**config.mk**
```make
export PLATFORM = sky130hd
export DESIGN_NAME = boot_rom_arbiter
export DESIGN_NICKNAME = d
export VERILOG_FILES = /design/src/rtl/boot_rom_arbiter.sv
export SDC_FILE = /design/constraint.sdc
export NUM_CORES = 1
export LEC_CHECK = 0
export ABC_AREA = 1
export CORE_MARGIN = 2
export CORE_UTILIZATION = 21
export DETAILED_ROUTE_END_ITERATION = 16
export PLACE_DENSITY_LB_ADDON = 0.2
export SLEW_MARGIN = 20
export SYNTH_ARGS = -nofsm -noshare
export SYNTH_HDL_FRONTEND = slang
export SYNTH_SLANG_ARGS = --single-unit
```
**constraint.sdc**
```tcl
create_clock -name CLK -period 3.68 [get_ports CLK]
set_clock_uncertainty 0.1 [all_clocks]
set_input_delay 0.736 -clock CLK [delete_from_list [all_inputs] [get_ports CLK]]
set_output_delay 0.736 -clock CLK [all_outputs]
set_load 0.05 [all_outputs]
```
**src/rtl/boot_rom_arbiter.sv**
```systemverilog
// Two-port (instruction fetch / data load) front end for the boot ROM macro.
// Arbitrates fairly between the ports, drives CSN/A, and returns Q or an error one cycle after grant.
module boot_rom_arbiter #(
    parameter int ADDR_WIDTH = 12,
    parameter int ROM_DEPTH  = 548,
    parameter int DATA_W     = 32
) (
    input  logic                  CLK,
    input  logic                  RSTN,

    input  logic                  instr_req_i,
    input  logic [31:0]           instr_addr_i,
    output logic                  instr_gnt_o,
    output logic                  instr_rvalid_o,
    output logic [DATA_W-1:0]     instr_rdata_o,
    output logic                  instr_err_o,

    input  logic                  data_req_i,
    input  logic                  data_we_i,
    input  logic [31:0]           data_addr_i,
    output logic                  data_gnt_o,
    output logic                  data_rvalid_o,
    output logic [DATA_W-1:0]     data_rdata_o,
    output logic                  data_err_o,

    output logic                  rom_csn_o,
    output logic [ADDR_WIDTH-3:0] rom_addr_o,
    input  logic [DATA_W-1:0]     rom_rdata_i
);

    localparam int WORD_W = ADDR_WIDTH - 2;

    typedef enum logic {
        PORT_INSTR = 1'b0,
        PORT_DATA  = 1'b1
    } port_e;

    function automatic logic out_of_range(input logic [WORD_W-1:0] word);
        return ({{(32-WORD_W){1'b0}}, word} >= 32'(ROM_DEPTH));
    endfunction

    port_e              last_winner;

    logic [WORD_W-1:0]  instr_word_p0;
    logic [WORD_W-1:0]  data_word_p0;
    logic               contested_p0;
    logic               gnt_instr_p0;
    logic               gnt_data_p0;
    logic               vld_p0;
    port_e              sel_port_p0;
    logic [WORD_W-1:0]  sel_word_p0;
    logic               sel_err_p0;

    logic               vld_p1;
    port_e              resp_port_p1;
    logic               resp_err_p1;

    logic               unused_addr_bits;

    // Stage p0: combinational arbitration, classification and ROM drive
    assign instr_word_p0 = instr_addr_i[ADDR_WIDTH-1:2];
    assign data_word_p0  = data_addr_i[ADDR_WIDTH-1:2];
    assign contested_p0  = instr_req_i & data_req_i;

    // On a contest the port that lost last time wins; grants are held off during reset.
    assign gnt_instr_p0 = RSTN & instr_req_i & (~data_req_i  | (last_winner == PORT_DATA));
    assign gnt_data_p0  = RSTN & data_req_i  & (~instr_req_i | (last_winner == PORT_INSTR));
    assign vld_p0       = gnt_instr_p0 | gnt_data_p0;

    always_comb begin
        sel_port_p0 = PORT_INSTR;
        sel_word_p0 = instr_word_p0;
        sel_err_p0  = out_of_range(instr_word_p0);
        if (gnt_data_p0) begin
            sel_port_p0 = PORT_DATA;
            sel_word_p0 = data_word_p0;
            sel_err_p0  = data_we_i | out_of_range(data_word_p0);
        end
    end

    assign instr_gnt_o = gnt_instr_p0;
    assign data_gnt_o  = gnt_data_p0;

    always_comb begin
        rom_csn_o  = 1'b1;
        rom_addr_o = '0;
        if (vld_p0 && !sel_err_p0) begin
            rom_csn_o  = 1'b0;
            rom_addr_o = sel_word_p0;
        end
    end

    always_ff @(posedge CLK or negedge RSTN) begin
        if (!RSTN) begin
            last_winner <= PORT_DATA;
        end else if (contested_p0) begin
            last_winner <= sel_port_p0;
        end
    end

    // Stage p1: response register, aligned with the ROM's Q
    always_ff @(posedge CLK or negedge RSTN) begin
        if (!RSTN) begin
            vld_p1       <= 1'b0;
            resp_port_p1 <= PORT_INSTR;
            resp_err_p1  <= 1'b0;
        end else begin
            vld_p1       <= vld_p0;
            resp_port_p1 <= sel_port_p0;
            resp_err_p1  <= vld_p0 & sel_err_p0;
        end
    end

    always_comb begin
        instr_rvalid_o = vld_p1 & (resp_port_p1 == PORT_INSTR);
        data_rvalid_o  = vld_p1 & (resp_port_p1 == PORT_DATA);
        instr_err_o    = instr_rvalid_o & resp_err_p1;
        data_err_o     = data_rvalid_o & resp_err_p1;
        instr_rdata_o  = (instr_rvalid_o && !resp_err_p1) ? rom_rdata_i : '0;
        data_rdata_o   = (data_rvalid_o && !resp_err_p1) ? rom_rdata_i : '0;
    end

    // Upper bits are decoded by the region select upstream; low bits are the byte offset.
    assign unused_addr_bits = ^{instr_addr_i[31:ADDR_WIDTH], instr_addr_i[1:0],
                                data_addr_i[31:ADDR_WIDTH], data_addr_i[1:0]};

endmodule

```
**Word level (Yosys, flattened, before mapping)**

Cells that the tools add are included.

- Bits in registers: 4
- Latch bits: 0
- Memory bits (writable): 0
- Bits in read-only memories: 0
- Input port bits: 101
- Output and inout bits: 81
- Memories kept: 0

- Add/subtract/negate cells: 0
- $mul: 0
- Divide/modulo/power cells: 0
- Order comparisons: 2
- Equality and inequality tests: 0
- Shift-type cells: 0
- Mux-type cells: 7
- Bitwise operators: 18
- Reductions and logical operators: 5

Operator list:

| cell | count |
|---|---|
| $mux 32 | 2 |
| $ge 10x10->1 const B | 2 |
| $mux 10 | 2 |
| $and 1x1->1 | 10 |
| $not 1->1 | 4 |
| $or 1x1->1 | 4 |
| $logic_and 1x1->1 | 3 |
| $mux 1 | 3 |
| $logic_not 1->1 | 2 |

**Longest topological paths before layout**

Gate-level depths: netlist (run 1).

- Depth in word-level cells: 7
- Depth in mapped cells: 8
- Gate-level depth less buffers: 8

**Worst setup path after synthesis (run 1)**

No wires, ideal clock.

- Path kind: register to output
- Start: register resp_port_p1
- End: output instr_rdata_o[10]
- Data arrival time: 2.222 ns
- Data required time: 2.844 ns
- Path slack: 0.622 ns
- Cell stages (with the launch flop): 5
- Buffers on the path: 1
- Cell sequence: dfrtp_1 > nor2_1 > nand2_1 > clkbuf_1 > nor2_1

- Cells in the longest elaborated chain, start to end: 4

Ends and longest elaborated chain:

| what | RTL line | RTL |
|---|---|---|
| start: declaration | 55 | `port_e resp_port_p1;` |
| start signal: assignment | 109 | `resp_port_p1 <= sel_port_p0;` |
| $not 1->1 | 115 | `instr_rvalid_o = vld_p1 & (resp_port_p1 == PORT_INSTR);` |
| $and 1x1->1 | 115 |  |
| via instr_rvalid_o | 14 | `output logic instr_rvalid_o,` |
| $logic_and 1x1->1 | 119 | `instr_rdata_o = (instr_rvalid_o && !resp_err_p1) ? rom_rdata_i : '0;` |
| $mux 32 | 119 |  |
| end: declaration | 15 | `output logic [DATA_W-1:0] instr_rdata_o,` |

The timed path passes the listed nets, and every way through them passes these cells.

**Worst setup path after layout (run 1)**

- Start: input RSTN
- End: output rom_addr_o[9]

- Cells in the longest elaborated chain, start to end: 6
- Elaborated cells on any way between the ends: 10
- Those cells by class: mux (3); bitwise (5); reduce/logical (2)

Ends and longest elaborated chain:

| what | RTL line | RTL |
|---|---|---|
| start: declaration | 9 | `input logic RSTN,` |
| $and 1x1->1 (2 in a row) | 67 | `assign gnt_data_p0 = RSTN & data_req_i & (~instr_req_i \| (last_winner == PORT_INSTR));` |
| $mux 1 | 74 | `if (gnt_data_p0) begin` |
| $logic_not 1->1 | 87 | `if (vld_p0 && !sel_err_p0) begin` |
| $logic_and 1x1->1 | 87 |  |
| $mux 10 * | 87 |  |
| end: declaration | 27 | `output logic [ADDR_WIDTH-3:0] rom_addr_o,` |

Every way passes the cells marked *; elsewhere a longest branch is shown, timed or not.

==> run metrics, run 1 <==
post-place setup slack=0.260 ns; post-synthesis mux area share=0; die height=~70 microns; Logic pwr share=0.725; delay of the slowest critical-path stage=a little over 0.6 ns; largest net degree at the start of global routing=33; Clock Power Share=0.181; first-pass GRT wire length=6620 microns; Final Net Count=~440; outcome=finished clean; design area=about 2500 sq um; Max Slew Vio Count=0; clk buf depth=2; Tightest Hold Check Type=flip-flop to flip-flop; worst skew pair latency=about 0.21 ns; number of setup violations in the final report=0; DIE WIDTH=70.1 microns; warning count from the yosys run=0; critical path data required time=~2.8 ns; layout cells sized above 1=0.104; full die area=between 4000 and 5000 sq um; Max VDD drop=between 0.1 and 0.15 mV; most frequent CP cell=buf_12; Core Rows=24; WHS=approximately 0.40 ns; drt via density=roughly 4.0; PostCTS Resize Cnt=0; Max-Cap Viols=0; Congestion Overflow GR=0; CTS Sinks=4; worst r2r dst=resp_err_p1; core area=about 4300 sq um; Routed WL per cell=between 10 and 15 microns; mean post-synth cell area=between 4 and 5 sq um; gpl congestion=0.797; initial antenna violation count=0; worst path bufs/invs=3; crit-path cells=clkdlybuf4s50_1 -> nand2_1 -> nor2_4 -> nor2_2 -> nand2_2 -> nand4_2 -> buf_12 -> nor2_1 -> buf_12; DR pass1 iterations=4; Post-Synthesis Cell Area=918 sq um; H-tree levels=1; Crit Reg-Reg Startpoint=last_winner; Top delay family on crit path=buffers and inverters; PnR worst setup slack=between 0.2 and 0.3 ns; R2R Setup Slk=around 2.4 ns; area share of xor/xnor cells in the synthesized design=0; largest family of logic cells by synthesized area=simple AND/OR/NAND/NOR gates; sw power=roughly 0.00026 W; io pins=about 180; Post-DP Area=about 2500 sq um; vias=1539; Syn Inst Count=~200; fin crit share=0.922; Initial Utilization=0.214; Rel. slew slack=0.645; CTS buffer count=3; pwr dens=about 220 nW/um^2; synth-to-layout area growth=173%; CTS clk-pin slew, worst paths=0.03 ns; Post-DRT Antenna Nets=0; simple-gate area share of the yosys netlist=0.587; gr usage total=0.162; CTS Hold Bufs=0; arrival time worst endpoint=roughly 2.6 ns; Register-to-Register Path Depth=7; unrepaired setup endpoints after global routing=false; Synth Area in Compound Gates=0.0395; filler instances=~430; Yosys cell types=17; final WL=3980 microns; post-synthesis register bit count=4; CP max stage cell=clkdlybuf4s50_1; hold endpoint=last_winner; Fmax=295 MHz; Port Buffers=137; setup bufs post-CTS=0; CTS tree=yes; Switching Fraction=0.481; Hold Path Origin=last_winner; internal power=between 0.0002 and 0.0003 W; post-synthesis adder-cell area fraction=0; Worst Setup End Kind=primary output; Seq pwr share=0.094; crit-path max FO=11; setup_tns=0 ns; hold depth=2; final core utilization=0.585; endpoints failing hold=0; root cell of the clock tree=clkbuf_8; syn_nets=300; sequential-to-total area share from yosys stat=0.110; vias in the first global route=between 1000 and 1500; Iter 0 DRT Violations=~70; Setup crit start kind=input pin; critical path class=input pin to primary output; Residual DRC=0; HPWL Detailed=roughly 3400 microns; minimum clock period=roughly 3.4 ns; Slew @ Worst Pin=approximately 0.53 ns; Leak=~1.2 nW; # diodes=0
[metrics by stage]
step	cells	total power, W
2_1_floorplan	199	0.000274
3_3_place_gp	384	0.000445
3_5_place_dp	384	0.000448
4_1_cts	388	0.000550
5_1_grt	388	0.000578
6_report	388	0.000543
[worst max-delay path by stage]
stage / start / end / slack (ns) / cells past startpoint
3_5_place_dp: RSTN / rom_addr_o[9] / 0.26 / 9
3_3_place_gp: RSTN / rom_addr_o[9] / 0.28 / 9
6_report: RSTN / rom_addr_o[9] / 0.29 / 9
5_1_grt: RSTN / rom_addr_o[9] / 0.15 / 9
2_1_floorplan: resp_port_p1 / instr_rdata_o[10] / 0.62 / 4
4_1_cts: RSTN / rom_addr_o[9] / 0.24 / 9
[cell usage after synthesis]
cell type / number / area share
buf_2: 1 / 0.0054
buf_6: 1 / 0.012
clkbuf_1: 6 / 0.025
dfrtp_1: 3 / 0.082
dfstp_2: 1 / 0.029
inv_1: 54 / 0.22
nand2_1: 37 / 0.15
nand2_2: 1 / 0.0068
nand3_1: 3 / 0.016
nand4_2: 1 / 0.014
nor2_1: 71 / 0.29
nor2_2: 9 / 0.061
nor2_4: 2 / 0.025
nor3_1: 3 / 0.016
o21ai_0: 4 / 0.022
o21ai_4: 1 / 0.018
or2_2: 1 / 0.0068
[logic make-up after synthesis]
kind of cell | Yosys count
and+or+nand+nor | 128
buffers and inverters | 62
AOI/OAI and AO/OA | 5
DFF | 4
[power groups by stage]
stage | Sequential, W | Combinational, W | Clock, W
after floorplan | 0.0000509 | 0.000223 | 0
after global routing | 0.0000513 | 0.000419 | 0.000107
after detailed placement | 0.0000513 | 0.000396 | 0
final | 0.0000510 | 0.000394 | 0.0000986
after CTS | 0.0000510 | 0.000397 | 0.000102
after global placement | 0.0000514 | 0.000394 | 0
[layout by cell type (no fill, tap or decap), drive strengths merged, types with 3 or more instances in the layout]
| cell | synthesis | final |
|---|---|---|
| buf | 2 | 16 |
| clkbuf | 6 | 4 |
| clkdlybuf4s50 | 0 | 125 |
| dfrtp | 3 | 3 |
| inv | 54 | 54 |
| nand2 | 38 | 38 |
| nand3 | 3 | 3 |
| nor2 | 82 | 82 |
| nor3 | 3 | 3 |
| o21ai | 5 | 5 |
[flip-flops by register name (all words and copies together), names as in the netlist]
signal and cells:
last_winner 1, resp_err_p1 1, resp_port_p1 1, vld_p1 1
[layout make-up]
type	count	area, sq um	area share
Tap cell	52	65.1	0.0259
Inverter	54	203	0.0807
Clock buffer	4	45.0	0.0179
Multi-Input combinational cell	133	576	0.229
Sequential cell	4	101	0.0404
Timing Repair Buffer	141	1520	0.606
[metal layers]
layer,part of all wire,wire (microns),vias up,GRT usage
li1,-,-,825,-
met1,0.40,1600,629,0.194
met2,0.49,1930,83,0.276
met3,0.11,422,2,0.0563
met4,0.0058,23,0,0.0385
met5,0,0,-,0
[worst register-to-register path, cell delays in order (launching register included)]
cell and delay [ns]:
dfstp_2 0.53, nand2_1 0.07, nand3_1 0.18, nor2_1 0.08, nand2_1 0.11, nand3_1 0.07
nand2_1 0.06, inv_1 0.03
Power figures use the tool's default switching activity.
==> inputs of run 2 (changes only) <==
ABC_AREA = default   (was 1)
CORE_AREA = 2 2 70 72   (was default)
CORE_MARGIN = default   (was 2)
CORE_UTILIZATION = default   (was 21)
DIE_AREA = 0 0 72 74   (was default)
SKIP_CTS_REPAIR_TIMING = 1   (was default)
==> run 2 against run 1 <==
Net effect: clock-buffer cell count is the same; die area up 8.3%; clock power shrank 0.9%; global-route usage down 3.6 points; synthesized cell count shrank 38%.
==> run metrics, run 2 <==
DR pass1 iterations=4; setup_tns=0 ns; CTS tree=yes; fin crit share=0.898; Synth area leaders=and2_1, a22oi_1, dfrtp_1; DIE WIDTH=slightly above 70 microns; Synth Flop Type=dfrtp_1; Routed WL per cell=approximately 12 microns; CTS clk-pin slew, worst paths=approximately 0.03 ns; drt via density=about 4.1; endpoints failing hold=0; Post-Synthesis Cell Area=838 sq um; Leak=between 1 and 1.5 nW; Tightest Hold Check Type=flip-flop to flip-flop; Initial Utilization=0.182; vias in the first global route=between 1000 and 1500; warning count from the yosys run=0; Final Net Count=roughly 360; HPWL Detailed=3240 microns; top-count cell post-synth=and2_1; Crit Reg-Reg Startpoint=last_winner; mean post-synth cell area=between 6 and 7 sq um; vias=around 1300; synth-to-layout area growth=182%; Post-DRT Antenna Nets=0; CTS buffer count=3; Worst Setup End Kind=primary output; register area=between 100 and 150 sq um; FFs w/ async S/R, synth=1.00; minimum clock period=3.31 ns; area occupied by multi-input gates=687 sq um; Syn Inst Count=between 100 and 150; Max VDD drop=~0.17 mV; full die area=approximately 5300 sq um; commonest non-fill, non-tap cell in the layout=clkdlybuf4s50_1; worst skew pair latency=between 0.2 and 0.25 ns; die height=74 microns; CP max stage cell=clkdlybuf4s50_1; delay of the slowest critical-path stage=~0.43 ns; Post-Layout Cell Count=314; Max Slew Vio Count=0; pwr dens=about 220 nW/um^2; root cell of the clock tree=clkbuf_8; crit-path cells=clkdlybuf4s50_1 -> o31a_1 -> o41ai_2 -> o211ai_2 -> nor2_1 -> buf_12; area leader, netlist=and2_1; sequential-to-total area share from yosys stat=0.121; filler instances=455; final WL=3790 microns; # diodes=0; EDFF count, synth=0; most frequent cells in the layout=clkdlybuf4s50_1, and2_1, buf_4; largest net degree at the start of global routing=33; CP startpoint=instr_addr_i[5]; Iter 0 DRT Violations=37; clk buf depth=2; Core Rows=25; Setup crit start kind=input pin; gr usage total=0.126; Max-Cap Viols=0; Rel. slew slack=0.656; io pins=roughly 180; H-tree levels=1; total power=0.000523 W; post-synth top area share=0.507; unrepaired setup endpoints after global routing=false; CTS Sinks=4; Hold Path Origin=last_winner; gpl congestion=0.740; layout cells sized above 1=0.227; syn_nets=~220; Post-Place Cells=just over 300; arrival time worst endpoint=~2.5 ns; initial antenna violation count=0; crit-path max FO=12; most common library cells after synthesis=and2_1, a22oi_1, nor2_1; Fmax=approximately 300 MHz; first-pass GRT wire length=roughly 5400 microns; Yosys cell types=25; critical path class=input pin to primary output; Port Buffers=137; Slew @ Worst Pin=about 0.51 ns; core area=4600 sq um; post-synthesis register bit count=4; number of setup violations in the final report=0; Residual DRC=0; Congestion Overflow GR=0; outcome=finished clean; critical path data required time=between 2 and 3 ns
-- run 2: cells by family (layout without fill, tap and decap cells) --
group | count (synthesis) | count (layout) | synth area share
and+or+nand+nor | 90 | 90 | 0.631
AOI/OAI and AO/OA | 17 | 17 | 0.176
buffers and inverters | 11 | 148 | 0.0597
DFF | 4 | 4 | 0.121
muxes | 1 | 1 | 0.0119
-- run 2: area by class of cell --
| cell class | count | share of cell area |
|---|---|---|
| well taps | 54 | 0.0285 |
| inverters | 2 | 0.00317 |
| repair buffers | 142 | 0.616 |
| clock buffers | 4 | 0.0190 |
| flip-flops and latches | 4 | 0.0428 |
| multi-input cells | 108 | 0.290 |
-- run 2: final timing paths --
check	endpoint	slack, ns	cells after the start
setup / recovery	rom_addr_o[4]	0.37	6
hold / removal	last_winner	0.43	2
setup reg to reg	resp_err_p1	2.07	4
hold reg to reg	last_winner	0.43	2
max in group asynchronous	last_winner	2.57	2
min in group asynchronous	vld_p1	0.71	2
-- run 2: power by group --
| group | total, W | switching (W) | internal (W) |
|---|---|---|---|
| Clock | 0.0000977 | 0.0000236 | 0.0000740 |
| Combinational | 0.000372 | 0.000209 | 0.000162 |
| Sequential | 0.0000540 | 0.00000298 | 0.0000510 |
| Total | 0.000523 | 0.000236 | 0.000287 |
-- run 2: routing by layer --
layer	track usage	up-vias	wire length, microns
met4	0.0314	0	34
li1	-	682	-
met5	0	-	0
met1	0.136	514	1420
met3	0.0447	4	482
met2	0.234	85	1850
-- run 2: worst max-delay path, delay by kind of cell --
kind,cells,cell delay [ns]
buf+inv,2,0.60
compound gates,3,0.86
simple gates,1,0.27
-- run 2: per-stage QoR --
stage,utilization,setup slack [ns],instance area [sq um],hold WS (ns)
finish,0.515,0.374,2370,0.428
detailed placement,0.505,0.354,2320,0.427
global route,0.515,0.254,2370,0.461
floorplan,-,0.459,838,0.340
global placement,0.505,0.335,2320,0.408
CTS,0.515,0.337,2370,0.432
